<file path="src/rtl/clk_rate_monitor.sv">
// clk_rate_monitor: multi-channel clock-rate monitor on the reference clock.
// Optional limit alarms are built when CLK_RATE_MON_ALARM_EN is defined.
module clk_rate_monitor #(
   parameter int NCH                = 4,
   parameter int CLKREF_RATE_IN_MHZ = 100,
   parameter int RESULT_UNIT_HZ     = 100,
   parameter int CNT_W              = 32,
   parameter int SEL_W              = 4
) (
   input  logic             clkref,
   input  logic             rst,
   input  logic             enable,
   input  logic [NCH-1:0]   toggle_in,
   input  logic [SEL_W-1:0] sel,
   input  logic [CNT_W-1:0] lo_limit,
   input  logic [CNT_W-1:0] hi_limit,
   output logic [CNT_W-1:0] value,
   output logic             update,
   output logic [NCH-1:0]   ovf,
   output logic [NCH-1:0]   alarm,
   output logic             busy
);

   localparam longint W =
      longint'(CLKREF_RATE_IN_MHZ) * 64'd1000000 / longint'(RESULT_UNIT_HZ);
   localparam int WC_W = (W > 1) ? $clog2(W) : 1;
   localparam logic [WC_W-1:0] W_LAST = WC_W'(W - 1);
   localparam logic [CNT_W-1:0] CMAX = '1;

   typedef enum logic {S_IDLE, S_RUN} state_t;

   state_t           r_state;
   logic [WC_W-1:0]  r_wcnt;
   logic [NCH-1:0]   r_sync1;
   logic [NCH-1:0]   r_sync2;
   logic [NCH-1:0]   r_post;
   logic [NCH-1:0]   r_sticky;
   logic [CNT_W-1:0] r_cnt    [NCH];
   logic [CNT_W-1:0] r_result [NCH];

   logic [NCH-1:0]   w_edge;
   logic [NCH-1:0]   w_sat;
   logic [NCH-1:0]   w_alarm;
   logic [CNT_W-1:0] w_sum    [NCH];
   logic [CNT_W-1:0] w_value;

   assign w_edge = r_sync2 ^ r_post;

   // Two-flop synchroniser plus a post flop for edge detection
   always_ff @(posedge clkref or posedge rst) begin
      if (rst) begin
         r_sync1 <= '0;
         r_sync2 <= '0;
         r_post  <= '0;
      end else begin
         r_sync1 <= toggle_in;
         r_sync2 <= r_sync1;
         r_post  <= r_sync2;
      end
   end

   // Saturating next count including this cycle's edge
   always_comb begin
      for (int i = 0; i < NCH; i++) begin
         w_sat[i] = w_edge[i] && (r_cnt[i] == CMAX);
         w_sum[i] = w_sat[i] ? CMAX : r_cnt[i] + CNT_W'(w_edge[i]);
      end
   end

`ifdef CLK_RATE_MON_ALARM_EN
   // Limit check on the saturated result, overflow also raises alarm
   always_comb begin
      for (int i = 0; i < NCH; i++) begin
         w_alarm[i] = (w_sum[i] < lo_limit) || (w_sum[i] > hi_limit) ||
                      r_sticky[i] || w_sat[i];
      end
   end
`else
   logic w_unused_lim;
   assign w_unused_lim = ^{lo_limit, hi_limit};
   assign w_alarm = '0;
`endif

   // Gate-window FSM: counting, latching and registered status outputs
   always_ff @(posedge clkref or posedge rst) begin
      if (rst) begin
         r_state  <= S_IDLE;
         r_wcnt   <= '0;
         r_sticky <= '0;
         update   <= 1'b0;
         ovf      <= '0;
         alarm    <= '0;
         busy     <= 1'b0;
         for (int i = 0; i < NCH; i++) begin
            r_cnt[i]    <= '0;
            r_result[i] <= '0;
         end
      end else begin
         update <= 1'b0;
         unique case (r_state)
            S_IDLE: begin
               r_wcnt   <= '0;
               r_sticky <= '0;
               for (int i = 0; i < NCH; i++) r_cnt[i] <= '0;
               if (enable) begin
                  r_state <= S_RUN;
                  busy    <= 1'b1;
               end
            end
            S_RUN: begin
               if (r_wcnt == W_LAST) begin
                  r_wcnt   <= '0;
                  update   <= 1'b1;
                  ovf      <= r_sticky | w_sat;
                  alarm    <= w_alarm;
                  r_sticky <= '0;
                  for (int i = 0; i < NCH; i++) begin
                     r_result[i] <= w_sum[i];
                     r_cnt[i]    <= '0;
                  end
               end else begin
                  r_wcnt   <= r_wcnt + WC_W'(1);
                  r_sticky <= r_sticky | w_sat;
                  for (int i = 0; i < NCH; i++) r_cnt[i] <= w_sum[i];
               end
               // Abort discards the partial window; a latch already taken stands
               if (!enable) begin
                  r_state  <= S_IDLE;
                  busy     <= 1'b0;
                  r_wcnt   <= '0;
                  r_sticky <= '0;
                  for (int i = 0; i < NCH; i++) r_cnt[i] <= '0;
               end
            end
            default: begin
               r_state <= S_IDLE;
               busy    <= 1'b0;
            end
         endcase
      end
   end

   // Channel select; out-of-range selects read as zero
   always_comb begin
      w_value = '0;
      for (int i = 0; i < NCH; i++) begin
         if (sel == SEL_W'(i)) w_value = r_result[i];
      end
   end

   // Registered readout mux
   always_ff @(posedge clkref or posedge rst) begin
      if (rst) value <= '0;
      else     value <= w_value;
   end

endmodule

</file>
<file path="config.mk">
export PLATFORM = sky130hd
export DESIGN_NAME = clk_rate_monitor
export DESIGN_NICKNAME = d
export VERILOG_FILES = /design/src/rtl/clk_rate_monitor.sv
export SDC_FILE = /design/constraint.sdc
export NUM_CORES = 1
export LEC_CHECK = 0
export BUFFER_PORTS_ARGS = -buffer_cell sky130_fd_sc_hd__buf_2
export CAP_MARGIN = 20
export CORE_UTILIZATION = 25
export CTS_CLUSTER_DIAMETER = 40
export DETAILED_ROUTE_END_ITERATION = 10
export PLACE_DENSITY = 0.4
export RECOVER_POWER = 25
export SLEW_MARGIN = 10
export SYNTH_ARGS = -nofsm -noshare
export SYNTH_HDL_FRONTEND = slang
export SYNTH_SLANG_ARGS = --single-unit
</file>
<file path="constraint.sdc">
create_clock -name clkref -period 9.9 [get_ports clkref]
set_input_delay 0.99 -clock clkref [delete_from_list [all_inputs] [get_ports clkref]]
set_output_delay 0.99 -clock clkref [all_outputs]
set_load 0.05 [all_outputs]
</file>
==> flow_summary.yaml <==
sta:
  fin_crit_sh_pct: 36.9
  rsz0062_at_grt: "false"
  fmax_ghz: 0.274
  tightest_slew_ns: 1.98
  skew_ns: 0.0148
  fin_crit_ns: 3.65
  drv_slew: 38
  setup_viol: 0
  hold_violations: 0
  slew_headroom_pct: -32.3
  setup_tns_ns: 0
logic_synthesis:
  ys_types: 62
  ys_seq_elements: 331
  seq_area_frac_synth_pct: 55.2
  syn_inst: 1492
  synth_edf_count: 0
  synth-main-ff-cell: "dfrtp_1"
  syn-cell-area_mm2: 0.0150
  ys_async_sr_fraction_pct: 100
  ys_warn_count: 0
  synth.avg_cell_area_um2: 10.1
setup_path:
  crit_fanout: 80
  setup.worst_path.class: "flip-flop to flip-flop"
  worstPathRequired_ns: 10.33
  slowest_delay_ns: 0.88
  crit_slowest_cell: "buf_4"
  cp-end-kind: "flip-flop"
  start_kind: "flip-flop"
  worstPathCellList: "ha_1 > nand3_1 > nor2_1 > nand3_1 > nand3_4 > buf_4 > nor3_1"
  path_delay_family: "simple AND/OR/NAND/NOR gates"
  crit_buf_inv: 1
  arrival_ns: 4.08
  crit_path_frequent_cell: "nand3_1"
floorplan:
  io_pins: 117
  die_area_mm2: 0.0610
  num_rows: 89
  die_y_um: 247
  design.core.area_mm2: 0.0591
  die_w_um: 247
  initial_core_util_pct: 25.4
drt:
  firstDrtPassIters: 8
  dr_total_vias: 11362
  drt-total-wl_um: 44000
  route.detailed.drc: 8
  drtIter0Drc: 759
  wl_per_cell_um: 18.7
  ant_nets: 0
  via_per_inst: 4.82
place:
  hpwl_um: 28700
  place_congestion: 0.784
  port_buffers: 48
pwr:
  internal-power_mw: 2.70
  irDropWorstVdd_v: 0.000126
  power.leakage_nw: 7.74
  p_per_area_mw_per_mm2: 195
  power_frac_comb_pct: 2.2
  sw_frac_of_total_pct: 23.0
  p_switching_mw: 0.806
  clkPwrFrac_pct: 58.9
  power.share.sequential_pct: 38.9
final_layout:
  post-route-util_pct: 30.5
  most-common-layout-cells: "dfrtp_1 (331), nor2_1 (226), nand2_1 (118)"
  drive_gt1_share_pct: 13.3
  nets: 1623
  insertedDiodeCount: 0
  area_growth_pct: 20.2
  final_common_cell: "dfrtp_1"
global_routing:
  grt.total_usage_pct: 14.9
  antenna_found_initial: 0
  grt_pass1_vias: 11691
  grt_pass1_wl_um: 70400
  grt_max_degree: 161
  overflow: 0
clocking:
  cts_sinks: 331
  cts_tree: "built"
  clk_pin_slew_worst_paths_ns: 0.05
  cts-resized-gates: 0
  post_cts_buffers: 0
  cts_buffer_depth: 3
  htreeDepth: 2
  cts_root_buf: "clkbuf_16"
  numCtsBuffers: 60
  ctsHoldBuffers: 0
  insertion_delay_ns: 0.59
job:
  maxCapViolations: 1
run_status:
  status: "finished with violations"
  violations: "design-rule violations, max-capacitance violations, max-slew violations"
worst_hold_path:
  hold_path_class: "input port to asynchronous set/reset pin"
==> state kept, by name, indices dropped and copies added, names as in the netlist <==
signal,flops
r_sync1,4
value,32
r_post,4
r_wcnt,20
r_result,128
busy,1
r_cnt,128
r_sticky,4
update,1
r_state,1
ovf,4
r_sync2,4
==> per-layer routing <==
metal  routed length (um)  GRT usage [%]  up-vias
li1                     -              -     5372
met4                 1350           5.92        0
met2                19800           22.9      206
met1                21400           21.0     5702
met5                    0              0        -
met3                 1440           2.24       82
==> through the flow <==
| step | total power, mW | hold WS [ns] | std cells | instance area, um^2 | setup slack (ns) |
|---|---|---|---|---|---|
| 2_1_floorplan | 1.44 | 0.331 | 1495 | 15000 | 4.49 |
| 3_3_place_gp | 1.47 | 0.335 | 2245 | 16000 | 6.23 |
| 3_5_place_dp | 1.47 | 0.336 | 2245 | 16000 | 6.25 |
| 4_1_cts | 3.57 | 0.347 | 2355 | 18000 | 6.25 |
| 5_1_grt | 3.64 | 0.348 | 2357 | 18000 | 5.96 |
| 6_report | 3.51 | 0.345 | 2357 | 18000 | 6.25 |
==> worst reg2reg max path: stages, from the launching register on <==
cell and delay (ns):
dfrtp_1 0.38, ha_1 0.21, nand3_1 0.15, nor2_1 0.51
nand3_1 0.30, nand3_4 0.81, buf_4 0.91, nor3_1 0.21
==> power by group through the flow <==
stage	combinational (mW)	sequential (mW)	clock, mW
CTS	0.0815	1.36	2.12
global route	0.0879	1.36	2.19
detailed placement	0.0814	1.39	0
floorplan	0.0499	1.39	0
global placement	0.0808	1.39	0
finish	0.0770	1.37	2.07
==> cell type report <==
type / instances / area (um^2)
Fill cell: 6094 / 41100
Sequential cell: 331 / 8280
Multi-Input combinational cell: 1059 / 6280
Clock buffer: 71 / 1620
Tap cell: 773 / 967
Clock inverter: 39 / 423
Timing Repair Buffer: 65 / 375
Inverter: 19 / 72.6
==> cells in the mapped netlist, types with 12 or more instances <==
| library cell | n | area share (%) |
|---|---|---|
| buf_2 | 24 | 0.80 |
| nor4_1 | 16 | 0.67 |
| nand2_1 | 118 | 3.0 |
| nand4_1 | 61 | 2.5 |
| and3_1 | 27 | 1.1 |
| xnor2_1 | 44 | 2.6 |
| a221o_1 | 26 | 1.7 |
| clkbuf_1 | 49 | 1.2 |
| ha_1 | 12 | 1.0 |
| xor2_1 | 77 | 4.5 |
| inv_1 | 19 | 0.48 |
| a22o_1 | 26 | 1.5 |
| nand3_1 | 61 | 2.0 |
| dfrtp_1 | 331 | 55 |
| o21ai_1 | 21 | 0.70 |
| and4_1 | 24 | 1.4 |
| a21oi_1 | 112 | 3.7 |
| and2_1 | 21 | 0.88 |
| nor2_1 | 226 | 5.7 |
| nor3_1 | 36 | 1.2 |
| o21ai_0 | 53 | 1.8 |
==> path summary, 6_finish.rpt <==
check                            from    endpoint  depth (start not counted)  slack, ns
min                               rst      ovf[3]                          2       0.35
min reg2reg                r_sync1[1]  r_sync2[1]                          0       0.35
min in group clkref        r_sync1[1]  r_sync2[1]                          0       0.35
max                         r_wcnt[0]   r_cnt[62]                          7       6.25
max in group asynchronous         rst   r_cnt[23]                          3       7.39
max reg2reg                 r_wcnt[0]   r_cnt[62]                          7       6.25
==> cell families after synthesis <==
kind of cell | Yosys count | synth area share (%)
and+or+nand+nor | 630 | 21.0
DFF | 331 | 55.2
AOI/OAI and AO/OA | 284 | 11.9
xor gates and xnor gates | 121 | 7.07
buffers and inverters | 105 | 3.28
adders and majority gates | 13 | 1.07
muxes | 7 | 0.467
other | 1 | 0.0250
(Power assumes the default switching activity.)
